--- src/rtl/exc_req_ctrl.sv ---
// Exception request controller: captures the highest-priority MEM-stage exception,
// reports it to the coprocessor, waits for acknowledge, then flushes and redirects fetch.
module exc_req_ctrl (
  input  logic        clk,
  input  logic        rst,
  input  logic        valid_m,
  input  logic        stall_in,
  input  logic [31:0] pc_m,
  input  logic        dslot_m,
  input  logic [31:0] addr_m,
  input  logic        adel_if,
  input  logic        ri_m,
  input  logic        sys_m,
  input  logic        bp_m,
  input  logic        ov_m,
  input  logic        adel_m,
  input  logic        ades_m,
  input  logic        eret_m,
  input  logic        int_pending,
  input  logic        except_deal,
  input  logic [31:0] epc_in,
  output logic [4:0]  exccode_o,
  output logic [31:0] badaddr_o,
  output logic        dslot_o,
  output logic [31:0] pc_o,
  output logic        flush,
  output logic        redirect_valid,
  output logic [31:0] redirect_pc,
  output logic        busy,
  output logic        ack_err
);

  typedef enum logic [1:0] {IDLE, REPORT, WAIT_ACK, REDIRECT} state_t;

  localparam logic [4:0]  CODE_NONE = 5'h1F;
  localparam logic [31:0] EXC_VECTOR = 32'hBFC00380;

  state_t      state, state_next;
  logic [1:0]  wait_cnt;
  logic        is_eret;
  logic [31:0] epc_q;
  logic        any_req, capture;
  logic [4:0]  win_code;
  logic [31:0] win_badaddr;
  logic        win_eret;

  assign any_req = int_pending | adel_if | ri_m | sys_m | bp_m | ov_m |
                   adel_m | ades_m | eret_m;
  assign capture = valid_m & ~stall_in & (state == IDLE) & any_req;

  // Interrupts report NONE because the coprocessor raises Int on its own
  always_comb begin
    win_code    = CODE_NONE;
    win_badaddr = 32'h0;
    win_eret    = 1'b0;
    if (int_pending) begin
      win_code = CODE_NONE;
    end else if (adel_if) begin
      win_code    = 5'h04;
      win_badaddr = pc_m;
    end else if (ri_m) begin
      win_code = 5'h0A;
    end else if (sys_m) begin
      win_code = 5'h08;
    end else if (bp_m) begin
      win_code = 5'h09;
    end else if (ov_m) begin
      win_code = 5'h0C;
    end else if (adel_m) begin
      win_code    = 5'h04;
      win_badaddr = addr_m;
    end else if (ades_m) begin
      win_code    = 5'h05;
      win_badaddr = addr_m;
    end else if (eret_m) begin
      win_code = 5'h0E;
      win_eret = 1'b1;
    end
  end

  always_comb begin
    state_next = state;
    ack_err    = 1'b0;
    case (state)
      IDLE:     if (capture) state_next = REPORT;
      REPORT:   state_next = WAIT_ACK;
      WAIT_ACK: begin
        if (except_deal) begin
          state_next = REDIRECT;
        end else if (wait_cnt == 2'd3) begin
          ack_err    = 1'b1;
          state_next = IDLE;
        end
      end
      REDIRECT: state_next = IDLE;
      default:  state_next = IDLE;
    endcase
  end

  // Report fields load on capture and clear whenever the FSM falls back to IDLE
  always_ff @(posedge clk or posedge rst) begin
    if (rst) begin
      state     <= IDLE;
      wait_cnt  <= 2'd0;
      exccode_o <= CODE_NONE;
      badaddr_o <= 32'h0;
      pc_o      <= 32'h0;
      dslot_o   <= 1'b0;
      is_eret   <= 1'b0;
      epc_q     <= 32'h0;
    end else begin
      state    <= state_next;
      wait_cnt <= (state == WAIT_ACK) ? wait_cnt + 2'd1 : 2'd0;
      if (state == WAIT_ACK && except_deal) epc_q <= epc_in;
      if (capture) begin
        exccode_o <= win_code;
        badaddr_o <= win_badaddr;
        pc_o      <= pc_m;
        dslot_o   <= dslot_m;
        is_eret   <= win_eret;
      end else if (state_next == IDLE) begin
        exccode_o <= CODE_NONE;
        badaddr_o <= 32'h0;
        pc_o      <= 32'h0;
        dslot_o   <= 1'b0;
        is_eret   <= 1'b0;
      end
    end
  end

  assign busy           = (state != IDLE);
  assign flush          = (state == REDIRECT);
  assign redirect_valid = (state == REDIRECT);
  assign redirect_pc    = (state == REDIRECT) ? (is_eret ? epc_q : EXC_VECTOR) : 32'h0;

endmodule

--- config.mk ---
export PLATFORM = sky130hd
export DESIGN_NAME = exc_req_ctrl
export DESIGN_NICKNAME = d
export VERILOG_FILES = /design/src/rtl/exc_req_ctrl.sv
export SDC_FILE = /design/constraint.sdc
export NUM_CORES = 1
export LEC_CHECK = 0
export CORE_ASPECT_RATIO = 0.6
export CORE_MARGIN = 2
export CORE_UTILIZATION = 37
export DETAILED_ROUTE_END_ITERATION = 7
export HOLD_SLACK_MARGIN = 0.05
export PLACE_DENSITY = 0.77
export SYNTH_ARGS = -nofsm -noshare
export SYNTH_HDL_FRONTEND = slang
export SYNTH_SLANG_ARGS = --single-unit
--- constraint.sdc ---
create_clock -name clk -period 3.5 [get_ports clk]
set_clock_uncertainty 0.15 [all_clocks]
set_input_delay 0.7 -clock clk [delete_from_list [all_inputs] [get_ports clk]]
set_output_delay 0.7 -clock clk [all_outputs]
set_load 0.05 [all_outputs]
==> results.md, run 1 <==
* Post-DP HPWL at 9.778 mm
* Post-Synthesis Cells at 388
* Final setup violation count at 0
* Commonest non-fill, non-tap cell in the layout: clkdlybuf4s50_1
* CP max-delay cell: clkdlybuf4s50_1
* Status: finished, final reports clean
* Setup TNS at 0 ns
* Met3 Use GR at 5.354%
* Arr. time, crit path at 2.36 ns
* Antenna cell count at 0
* Syn Area/Cell at 12.01 um^2
* Number of synthesized register bits at 107
* Die area at 13530 um^2
* Power Density at 661.1 nW/um^2
* Vias at 3853
* Post-route worst setup slack at 0.2912 ns
* GR met1 Demand/Resource at 26.82%
* Core area at 12180 um^2
* Nets at 707
* Top Usage Layer GRT: met2
* Clock Latency Late Sink at 0.33 ns
* Post-synthesis cell type count at 35
* # hold bufs at CTS at 0
* Pins Over Slew Limit at 0
* Least-Margin Pin Slew at 1.155 ns
* Syn_nets at 500
* CTS root buffer: clkbuf_16
* Average wire per cell in the routed design at 17.30 um
* Max VDD drop at 383.5 uV
* First-pass GRT wire length at 21.09 mm
* Crit-path cells: and3_1 -> and2_1 -> clkdlybuf4s50_1
* Warnings, synthesis at 0
* I/O Buffers at 216
* Share of layout cells above drive strength 1 at 16.67%
* Synth Cell Area at 4658 um^2
* DRT Pass-1 Iters at 5
* Largest net degree at the start of global routing at 68
* P_int at 2.908 mW
* H-Tree Depth at 3
* Clock transition at path regs at 0.07 ns
* Sequential share of the synthesized area at 57.61%
* Sw Pwr at 1.892 mW
* Crit Path Class: reg2out
* Area delta synth->final at 55.90%
* Min Tclk post-route at 3.209 ns
* Max cap viols at 0
* Setup Fix Bufs, Post-CTS at 0
* RSZ-0062 raised after global routing: no
* Post_cts resized at 0
* Maximum fanout along the worst path at 20
* Post-route ant nets at 0
* FILL cells at 1006
* Initial drt markers at 168
* Peak Freq at 0.3116 GHz
* Clock share of power at 21.6%
* CP max stage delay at 0.82 ns
* GRT overflow at 0
* Drt total wl at 13.23 mm
* Initial antenna violation count at 0
* CTS Sinks at 107
* Tot GR Track Use at 19.81%
* Die Span Y at 90.91 um
* Worst path required time at 2.65 ns
* Number of global-route vias before repair at 4007
* Max_slew headroom at 23.01%
* Buffer depth of the longest clock path at 2
* Vias per inst at 5.037
* Post-synth EDFFs at 0
* Initial core utilization at 38.25%
* Final hold vios at 0
* Io pins at 217
* Inserted Clock Buffers at 9
* Critical Path End Type: primary output
* Die W at 148.9 um
* CP Launch Type: flip-flop
* CTS tree: built
* Asr flop ratio synth at 100.0%
* Leak at 3.096 nW
* Sequential fraction of design power at 36.8%
* Worst hold path class: reg2reg
* Final Cycle Share at 91.68%
* Global placer's final weighted congestion at 0.7722
* Prevailing post-synth register cell: dfrtp_1
* Met2 GRT Util at 32.02%
* Row cnt at 31
* Gate power share at 41.6%
* Switching portion of total power at 39.42%
* Commonest cells after routing, fill and taps aside: clkdlybuf4s50_1 (215), dfrtp_1 (102), nand2_1 (37)
* Post-route DRC violation count at 0
* Pre-CTS WS at 0.4606 ns
-- logic make-up after synthesis --
group,Yosys count,share of synthesized area (%)
fa+ha+maj,1,0.2686
flops,107,57.61
mux,32,7.736
compound gates,119,20.52
buf+inv,47,4.620
simple gates,82,9.240
-- worst paths after layout --
kind                        startpoint        endpoint  slack, ns  depth (start not counted)
setup / recovery              state[1]  redirect_pc[5]       0.29                          3
hold / removal             wait_cnt[0]     wait_cnt[0]       0.30                          1
setup reg to reg              state[0]        pc_o[27]       1.15                          3
hold reg to reg            wait_cnt[0]     wait_cnt[0]       0.30                          1
max in group asynchronous          rst    badaddr_o[4]       1.83                          3
min in group asynchronous          rst       epc_q[22]       0.74                          3
-- stage by stage --
step           cells  total power [mW]  hold slack, ns  instance area [um^2]  utilization (%)
2_1_floorplan    388             3.109          0.2587                  4662                -
3_3_place_gp     749             3.737          0.2738                  6953            57.09
3_5_place_dp     749             3.802          0.2943                  6953            57.09
4_1_cts          765             4.854          0.3040                  7262            59.63
5_1_grt          765             5.062          0.3445                  7262            59.63
6_report         765             4.801          0.2983                  7262            59.63
-- power by group through the flow --
stage                     clock [mW]  sequential [mW]  combinational [mW]
after CTS                       1.07             1.77                2.02
after global placement             0             1.77                1.97
final                           1.04             1.76                2.00
after floorplan                    0             2.20               0.911
after detailed placement           0             1.78                2.02
after global routing            1.13             1.81                2.13
-- cell usage after synthesis, types with 3 or more instances --
library cell / number / share of area (%)
dfrtp_1: 102 / 55
nand2_1: 37 / 3.0
a22o_1: 33 / 6.2
a22oi_1: 32 / 5.2
mux2_2: 32 / 7.7
o21ai_2: 29 / 5.5
and2_1: 21 / 2.8
inv_1: 19 / 1.5
clkbuf_1: 14 / 1.1
a21oi_1: 12 / 1.3
nor2_1: 11 / 0.89
buf_2: 10 / 1.1
dfstp_2: 5 / 2.8
o21ai_0: 4 / 0.43
buf_6: 3 / 0.73
-- critical path: cells and delay by family (launching register included) --
family                 cells  cell delay (ns)
DFF                        1             0.44
and+or+nand+nor            2             0.76
buffers and inverters      1             0.82
-- registers in the layout, summed over array words and instances, names as in the netlist --
signal / count
is_eret: 1
epc_q: 32
pc_o: 32
wait_cnt: 2
dslot_o: 1
exccode_o: 5
badaddr_o: 32
state: 2
-- metal layers --
| layer | vias up | part of all wire [%] |
|---|---|---|
| li1 | 1790 | - |
| met1 | 1895 | 44 |
| met2 | 153 | 48 |
| met3 | 15 | 7.1 |
| met4 | 0 | 1.1 |
| met5 | - | 0 |
-- final cells by class --
type                       count  area [um^2]  share of cell area (%)
sequential                   107         2684                   36.96
timing repair buffer         224         2220                   30.57
multi-input combinational    234         1768                   24.35
clock buffer                   9        225.2                   3.101
tap                          165        206.4                   2.843
clock inverter                 7        83.83                   1.154
inverter                      19        75.07                   1.034
Note: power is estimated with default switching activity, not from simulation.
==> run 2, diff against run 1 <==
--- a/config.mk
+++ b/config.mk
@@ -14,3 +14,4 @@
 export SYNTH_ARGS = -nofsm -noshare
 export SYNTH_HDL_FRONTEND = slang
 export SYNTH_SLANG_ARGS = --single-unit
+export TNS_END_PERCENT = 50
==> results of run 2 <==
Same layout as run 1: the final DEF is identical, and so are final timing and power.
